==> config.mk <==
export PLATFORM = sky130hd
export DESIGN_NAME = memory_arbiter
export DESIGN_NICKNAME = d
export VERILOG_FILES = /design/src/rtl/memory_arbiter.sv
export SDC_FILE = /design/constraint.sdc
export NUM_CORES = 1
export LEC_CHECK = 0
export ABC_CLOCK_PERIOD_IN_PS = 6150
export CAP_MARGIN = 5
export CORE_MARGIN = 2
export CORE_UTILIZATION = 25
export CTS_CLUSTER_DIAMETER = 40
export DETAILED_ROUTE_END_ITERATION = 6
export HOLD_SLACK_MARGIN = 0.12
export PLACE_DENSITY_LB_ADDON = 0.2
export SLEW_MARGIN = 20
export SYNTH_ARGS = -nofsm -noshare
export SYNTH_HDL_FRONTEND = slang
export SYNTH_SLANG_ARGS = --single-unit
==> constraint.sdc <==
create_clock -name i_clk -period 6.15 [get_ports i_clk]
set_input_delay 1.23 -clock i_clk [delete_from_list [all_inputs] [get_ports i_clk]]
set_output_delay 1.23 -clock i_clk [all_outputs]
set_load 0.05 [all_outputs]
==> src/rtl/memory_arbiter.sv <==
// Arbiter/sequencer sharing one single-ported memory between instruction fetch and data access.
// Runs an IDLE -> ACCESS -> RESP cycle per grant; every output comes straight from a register.
module memory_arbiter #(
  parameter int unsigned ARB_MODE    = 0,
  parameter int unsigned ALIGN_CHECK = 1
) (
  input  logic        i_clk,
  input  logic        i_rst,
  input  logic        i_if_req,
  input  logic [29:0] i_if_addr,
  output logic        o_if_ack,
  output logic [31:0] o_if_rdata,
  output logic        o_if_err,
  input  logic        i_dm_req,
  input  logic        i_dm_we,
  input  logic [29:0] i_dm_addr,
  input  logic [31:0] i_dm_wdata,
  output logic        o_dm_ack,
  output logic [31:0] o_dm_rdata,
  output logic        o_dm_err,
  output logic [29:0] o_memory_addr,
  output logic        o_memory_as_,
  output logic        o_memory_rw,
  output logic [31:0] o_memory_wr_data,
  input  logic [31:0] i_memory_rd_data,
  output logic        o_busy
);

  typedef enum logic [1:0] {StIdle, StAccess, StResp} state_e;

  state_e      r_state, w_state_d;
  logic        r_last_dm, w_last_dm_d;
  logic        r_grant_dm, w_grant_dm_d;
  logic        r_we, w_we_d;
  logic        r_if_ack, w_if_ack_d, r_dm_ack, w_dm_ack_d;
  logic        r_if_err, w_if_err_d, r_dm_err, w_dm_err_d;
  logic [31:0] r_if_rdata, w_if_rdata_d, r_dm_rdata, w_dm_rdata_d;
  logic [29:0] r_mem_addr, w_mem_addr_d;
  logic        r_mem_as_n, w_mem_as_n_d, r_mem_rw, w_mem_rw_d;
  logic [31:0] r_mem_wr_data, w_mem_wr_data_d;
  logic        r_busy, w_busy_d;
  logic        w_pick_dm, w_misalign;
  logic [29:0] w_sel_addr;

  always_ff @(posedge i_clk or posedge i_rst) begin
    if (i_rst) begin
      r_state       <= StIdle;
      r_last_dm     <= 1'b1;  // IF wins the first tie
      r_grant_dm    <= 1'b0;
      r_we          <= 1'b0;
      r_if_ack      <= 1'b0;
      r_dm_ack      <= 1'b0;
      r_if_err      <= 1'b0;
      r_dm_err      <= 1'b0;
      r_if_rdata    <= '0;
      r_dm_rdata    <= '0;
      r_mem_addr    <= '0;
      r_mem_as_n    <= 1'b1;
      r_mem_rw      <= 1'b1;
      r_mem_wr_data <= '0;
      r_busy        <= 1'b0;
    end else begin
      r_state       <= w_state_d;
      r_last_dm     <= w_last_dm_d;
      r_grant_dm    <= w_grant_dm_d;
      r_we          <= w_we_d;
      r_if_ack      <= w_if_ack_d;
      r_dm_ack      <= w_dm_ack_d;
      r_if_err      <= w_if_err_d;
      r_dm_err      <= w_dm_err_d;
      r_if_rdata    <= w_if_rdata_d;
      r_dm_rdata    <= w_dm_rdata_d;
      r_mem_addr    <= w_mem_addr_d;
      r_mem_as_n    <= w_mem_as_n_d;
      r_mem_rw      <= w_mem_rw_d;
      r_mem_wr_data <= w_mem_wr_data_d;
      r_busy        <= w_busy_d;
    end
  end

  always_comb begin
    w_pick_dm  = (ARB_MODE == 1) ? i_dm_req : (i_dm_req && (!i_if_req || !r_last_dm));
    w_sel_addr = w_pick_dm ? i_dm_addr : i_if_addr;
    w_misalign = (ALIGN_CHECK != 0) && (w_sel_addr[1:0] != 2'b00);

    w_state_d       = r_state;
    w_last_dm_d     = r_last_dm;
    w_grant_dm_d    = r_grant_dm;
    w_we_d          = r_we;
    w_if_ack_d      = 1'b0;
    w_dm_ack_d      = 1'b0;
    w_if_err_d      = r_if_err;
    w_dm_err_d      = r_dm_err;
    w_if_rdata_d    = r_if_rdata;
    w_dm_rdata_d    = r_dm_rdata;
    w_mem_addr_d    = r_mem_addr;
    w_mem_as_n_d    = 1'b1;
    w_mem_rw_d      = 1'b1;
    w_mem_wr_data_d = r_mem_wr_data;

    unique case (r_state)
      StIdle: begin
        if (i_if_req || i_dm_req) begin
          w_grant_dm_d    = w_pick_dm;
          w_last_dm_d     = w_pick_dm;
          w_we_d          = w_pick_dm & i_dm_we;
          w_mem_addr_d    = w_sel_addr;
          w_mem_wr_data_d = w_pick_dm ? i_dm_wdata : 32'h0;
          if (w_misalign) begin
            // Error response goes out directly, skipping the memory cycle
            w_state_d = StResp;
            if (w_pick_dm) begin
              w_dm_ack_d   = 1'b1;
              w_dm_err_d   = 1'b1;
              w_dm_rdata_d = 32'h0;
            end else begin
              w_if_ack_d   = 1'b1;
              w_if_err_d   = 1'b1;
              w_if_rdata_d = 32'h0;
            end
          end else begin
            w_state_d    = StAccess;
            w_mem_as_n_d = 1'b0;
            w_mem_rw_d   = ~(w_pick_dm & i_dm_we);
          end
        end
      end
      StAccess: begin
        w_state_d = StResp;
        if (r_grant_dm) begin
          w_dm_ack_d   = 1'b1;
          w_dm_err_d   = 1'b0;
          w_dm_rdata_d = r_we ? 32'h0 : i_memory_rd_data;
        end else begin
          w_if_ack_d   = 1'b1;
          w_if_err_d   = 1'b0;
          w_if_rdata_d = i_memory_rd_data;
        end
      end
      StResp:  w_state_d = StIdle;
      default: w_state_d = StIdle;
    endcase

    w_busy_d = (w_state_d != StIdle);
  end

  assign o_if_ack         = r_if_ack;
  assign o_if_rdata       = r_if_rdata;
  assign o_if_err         = r_if_err;
  assign o_dm_ack         = r_dm_ack;
  assign o_dm_rdata       = r_dm_rdata;
  assign o_dm_err         = r_dm_err;
  assign o_memory_addr    = r_mem_addr;
  assign o_memory_as_     = r_mem_as_n;
  assign o_memory_rw      = r_mem_rw;
  assign o_memory_wr_data = r_mem_wr_data;
  assign o_busy           = r_busy;

endmodule

==> metrics.yaml, run 1 <==
status: "complete, no violations"
max_stage_delay_ns: 0.78
initial_core_util: 0.256
ys_ff_latch: 138
drive_above_1_share: 0.153
path_clk_slew_ns: 0.06
ios: 262
end_kind: "flop"
wirelength_um: 17400
diodes: 0
firstDrtPassIters: 5
post_drt_via_cell_ratio: 4.62
rsz0062_at_grt: "false"
synth_edf_count: 0
power_frac_comb: 0.445
clock_latency_ns: 0.42
netlist_instances: 460
area_growth_pct: 59.6
timing.hold.ws_ns: 0.475
synth_nets: 589
nets: 835
ant_nets: 0
crit_arrival_ns: 3.50
grt_pass1_vias: 4830
finalSetupViolations: 0
whs_path_depth: 1
cp_top_family: "buffers and inverters"
ys_types: 32
tns_ns: 0
drt-wirelength-per-cell_um: 17.3
power_frac_clock: 0.255
yosysSeqAreaShare: 0.594
critical_path_class: "input port to flop"
htree_levels: 4
drv_slew: 0
cp.required_ns: 6.45
clk_path_buf_depth: 2
clock-skew-final_ns: 0.00747
gr-usage-all-layers: 0.142
regArea_um2: 3460
power_mw: 4.47
dpl_cell_area_um2: 8620
grt_pass1_wl_um: 26900
hpwl_um: 11900
cp.depth: 4
path_cells: "clkdlybuf4s50_1, o21ai_4, buf_4, mux2_2"
finalCriticalPeriod_ns: 3.20
avgSynthCellArea_um2: 12.6
cts.sink_count: 138
final_common_cell: "clkdlybuf4s50_1"
p_sw_mw: 1.85
busiest_layer: "met2"
core_area_um2: 22700
rows: 55
final_area_um2: 9280
worstSetupStartpointType: "input port"
use_met3: 0.0648
max_freq_mhz: 312
p_leak_nw: 4.03
drtIter0Drc: 179
die_area_um2: 24500
finalCritPeriodShare: 0.521
reg2regPathDepth: 4
via_count: 4638
crit_fanout: 35
grt_use_met2: 0.220
path_buf_inv: 2
cts_root_buf: "clkbuf_16"
tritoncts: "done"
yosys_warnings: 0
hold_viol: 0
slowest_stage: "o21ai_4"
grt_max_degree: 96
die_h_um: 157
use_met1: 0.177
final_cell_mix: "clkdlybuf4s50_1, dfrtp_1, nand2_1"
ir_worst_vdd_mv: 0.212
ys.flop_type: "dfrtp_1"
io_buffers: 261
switching_share: 0.413
grt_overflow: 0
slew_headroom: 0.370
ctsResizeCount: 0
gp_congestion: 0.717
cts_buffers: 17
seqPwrFrac: 0.300
async_flop_share: 1.00
tightest_slew_ns: 0.941
post-cts-setup-buffers: 0
dp.cells: 972
multi_input_area_um2: 2010
route.detailed.drc: 0
maxCapViolations: 0
syn_area_um2: 5820
p_int_mw: 2.62
postCtsHoldBufs: 0
die_w_um: 157
fill_cells: 2134
antenna_found_initial: 0
hold_class: "flop to flop"
power.density_nw_per_um2: 482
fin_cells: 1004
area by class of cell:
class,instances,share of cell area
tap,285,0.0384
multi-input combinational,247,0.216
clock inverter,13,0.0232
sequential,138,0.373
clock buffer,19,0.0477
timing repair buffer,268,0.287
inverter,34,0.0143
registers in the layout, summed over array words and instances (netlist names), 2 cells and up:
| name | cells |
|---|---|
| o_if_rdata | 32 |
| r_state | 2 |
| o_dm_rdata | 32 |
| o_memory_wr_data | 32 |
| o_memory_addr | 30 |
kinds of logic (layout without fill, tap and decap cells):
group,Yosys count,in the layout,share of synthesized area
muxes,61,61,0.137
DFF,138,138,0.594
AOI/OAI and AO/OA,106,106,0.145
buffers and inverters,75,334,0.0633
and+or+nand+nor,80,80,0.0611
layer usage:
metal | up-vias | part of all wire
met5 | - | 0
met4 | 0 | 0.012
met3 | 15 | 0.11
met2 | 209 | 0.45
met1 | 2281 | 0.43
li1 | 2133 | -
final timing paths:
path,start,slack (ns),to
hold / removal,o_dm_err,0.48,o_dm_err
max in group asynchronous,i_rst,3.62,o_memory_wr_data[8]
setup reg to reg,r_state[0],3.97,o_memory_addr[24]
hold reg to reg,o_dm_err,0.48,o_dm_err
min in group asynchronous,i_rst,1.36,o_memory_wr_data[4]
setup / recovery,i_if_req,2.95,o_memory_addr[24]
cells in the mapped netlist (2+ instances only):
master / number / share of area
a22o_1: 33 / 0.050
buf_2: 18 / 0.015
a21o_1: 4 / 0.0052
buf_8: 2 / 0.0052
nor2_1: 6 / 0.0039
buf_4: 3 / 0.0039
nand2_1: 64 / 0.041
nand2b_1: 2 / 0.0022
o22ai_1: 32 / 0.034
o32ai_1: 32 / 0.048
buf_6: 4 / 0.0077
dfstp_2: 3 / 0.014
mux2_2: 31 / 0.060
buf_1: 2 / 0.0013
mux2_4: 29 / 0.075
inv_1: 34 / 0.022
dfrtp_1: 135 / 0.58
clkbuf_1: 12 / 0.0077
power groups by stage:
| stage | combinational, mW | sequential [mW] | clock [mW] |
|---|---|---|---|
| after CTS | 2.01 | 1.35 | 1.18 |
| after global placement | 1.99 | 1.35 | 0 |
| final | 1.99 | 1.34 | 1.14 |
| after global routing | 2.08 | 1.38 | 1.21 |
| after floorplan | 0.445 | 2.19 | 0 |
| after detailed placement | 2.01 | 1.36 | 0 |
through the flow:
step	setup slack [ns]	utilization
floorplan	1.23	-
global placement	2.51	0.379
detailed placement	2.50	0.380
CTS	2.93	0.409
global route	2.85	0.409
finish	2.95	0.409
Power figures use the tool's default switching activity.
==> run 2: changes to the inputs <==
--- a/config.mk
+++ b/config.mk
@@ -5,7 +5,7 @@
 export SDC_FILE = /design/constraint.sdc
 export NUM_CORES = 1
 export LEC_CHECK = 0
-export ABC_CLOCK_PERIOD_IN_PS = 6150
+export ABC_CLOCK_PERIOD_IN_PS = 2600
 export CAP_MARGIN = 5
 export CORE_MARGIN = 2
 export CORE_UTILIZATION = 25
==> constraint.sdc (replaced) <==
create_clock -name i_clk -period 2.6 [get_ports i_clk]
set_input_delay 0.52 -clock i_clk [delete_from_list [all_inputs] [get_ports i_clk]]
set_output_delay 0.52 -clock i_clk [all_outputs]
set_load 0.05 [all_outputs]
==> metrics.yaml, run 2 (synthesis results as in run 1) <==
status: "complete, no violations"  # unchanged
rsz0062_at_grt: "false"  # unchanged
cp_top_family: "buffers and inverters"  # unchanged
switching_share: 0.419  # was 0.413
antenna_found_initial: 0  # unchanged
hold_viol: 0  # unchanged
die_h_um: 157  # unchanged
worstSetupStartpointType: "flop"  # was input port
rows: 55  # unchanged
htree_levels: 4  # unchanged
drt-wirelength-per-cell_um: 16.6  # was 17.3 µm
max_stage_delay_ns: 0.82  # was 0.78 ns
hold_path_end: "o_dm_err"  # unchanged
p_int_mw: 6.08  # was 2.62 mW
p_sw_mw: 4.38  # was 1.85 mW
diodes: 0  # unchanged
cts_buffers: 17  # unchanged
path_buf_inv: 1  # was 2
gp_congestion: 0.722  # was 0.717
min_from: "o_dm_err"  # unchanged
post_drt_via_cell_ratio: 4.55  # was 4.62
finalCriticalPeriod_ns: 2.27
clock_latency_ns: 0.42  # about the same
initial_core_util: 0.256  # unchanged
final_cell_mix: "clkdlybuf4s50_1, dfrtp_1, nand2_1"  # unchanged
slowest_stage: "clkdlybuf4s50_1"  # was o21ai_4
final_common_cell: "clkdlybuf4s50_1"  # unchanged
power.density_nw_per_um2: 1120  # was 482 nW/µm²
ctsResizeCount: 0  # unchanged
drv_slew: 0  # unchanged
ir_worst_vdd_mv: 0.424  # was 0.212 mV
seqPwrFrac: 0.298  # was 0.300
power_frac_comb: 0.458  # was 0.445
finalCritPeriodShare: 0.873
hpwl_um: 11500  # was 11900 µm
power_mw: 10.5  # was 4.47 mW
clk_path_buf_depth: 2  # unchanged
io_buffers: 261  # unchanged
ant_nets: 0  # unchanged
cts.sink_count: 138  # unchanged
die_area_um2: 24500  # unchanged
maxCapViolations: 0  # unchanged
end_kind: "primary output"  # was flop
grt_pass1_vias: 4791  # was 4830
power_frac_clock: 0.244  # was 0.255
tns_ns: 0  # unchanged
final_area_um2: 9350  # was 9280 µm²
grt_pass1_wl_um: 26500  # was 26900 µm
firstDrtPassIters: 4  # was 5
whs_path_depth: 1  # unchanged
route.detailed.drc: 0  # unchanged
via_count: 4593  # was 4638
gr-usage-all-layers: 0.139  # was 0.142
area_growth_pct: 60.8  # was 59.6%
timing.rr.start: "r_state[0]"  # unchanged
max_freq_mhz: 441
ios: 262  # unchanged
post-cts-setup-buffers: 0  # unchanged
grt_overflow: 0  # unchanged
clock-skew-final_ns: 0.0104  # was 0.00747 ns
r2r_setup_slack_ns: 0.80  # was 3.97 ns
crit_fanout: 1  # was 35
cp.required_ns: 2.08  # was 6.45 ns
grt_max_degree: 86  # was 96
path_clk_slew_ns: 0.06  # about the same
postCtsHoldBufs: 0  # unchanged
path_cells: "clkdlybuf4s50_1"  # was clkdlybuf4s50_1, o21ai_4, buf_4, mux2_2
reg2reg_to: "o_if_rdata[4]"  # was o_memory_addr[24]
crit_arrival_ns: 1.75  # was 3.50 ns
drive_above_1_share: 0.160  # was 0.153
drtIter0Drc: 153  # was 179
wirelength_um: 16800  # was 17400 µm
core_area_um2: 22700  # unchanged
die_w_um: 157  # unchanged
slew_headroom: 0.568  # was 0.370
critical_path_class: "flop to primary output"  # was input port to flop
reg2regPathDepth: 4  # unchanged
dpl_cell_area_um2: 8740  # was 8620 µm²
tritoncts: "done"  # unchanged
cts_root_buf: "clkbuf_16"  # unchanged
p_leak_nw: 4.07  # was 4.03 nW
finalSetupViolations: 0  # unchanged
nets: 842  # was 835
hold_class: "flop to flop"  # unchanged
tightest_slew_ns: 0.648  # was 0.941 ns
run 2: changes by cell type in the layout (fill, tap and decap cells not counted), sizes merged:
| cell | change |
|---|---|
| buf | +7 |
| clkinv | -3 |
| bufinv | -2 |
| clkinvlp | +2 |
| inv | +2 |
run 2: how the worst max path moves through the flow:
stage | from | depth (start not counted) | slack [ns] | end
4_1_cts | o_memory_as_ | 1 | 0.31 | o_memory_as_
2_1_floorplan | i_rst | 1 | 0.36 | o_busy
3_3_place_gp | i_dm_req | 6 | 0.40 | o_dm_rdata[4]
6_report | o_memory_rw | 1 | 0.33 | o_memory_rw
3_5_place_dp | i_dm_req | 6 | 0.36 | o_dm_rdata[4]
5_1_grt | o_memory_rw | 1 | 0.30 | o_memory_rw
run 2: final cells by class:
type | count | area, µm²
Multi-Input combinational cell | 247 | 2000
Clock buffer | 19 | 453
Fill cell | 2112 | 13400
Timing Repair Buffer | 275 | 2790
Tap cell | 285 | 357
Clock inverter | 12 | 159
Inverter | 34 | 131
Sequential cell | 138 | 3460
run 2: per-stage QoR:
| step | setup slack, ns | utilization | hold WS [ns] | instances |
|---|---|---|---|---|
| after floorplan | 0.361 | - | 0.489 | 460 |
| after global placement | 0.398 | 0.385 | 0.460 | 979 |
| after detailed placement | 0.356 | 0.385 | 0.466 | 979 |
| after CTS | 0.307 | 0.412 | 0.480 | 1010 |
| after global routing | 0.295 | 0.412 | 0.501 | 1010 |
| final | 0.331 | 0.412 | 0.477 | 1010 |
run 2: layer usage:
| layer | share of wire | up-vias | wire (µm) | GRT usage |
|---|---|---|---|---|
| li1 | - | 2149 | - | - |
| met1 | 0.44 | 2224 | 7330 | 0.175 |
| met2 | 0.45 | 206 | 7550 | 0.217 |
| met3 | 0.10 | 14 | 1690 | 0.0576 |
| met4 | 0.012 | 0 | 202 | 0.0450 |
| met5 | 0 | - | 0 | 0 |
run 2: power by group through the flow:
stage               clock network (mW)  logic, mW  registers, mW
global route                      2.72       5.02           3.20
floorplan                            0       1.05           5.18
finish                            2.55       4.79           3.12
CTS                               2.62       4.84           3.12
global placement                     0       4.81           3.13
detailed placement                   0       4.83           3.15
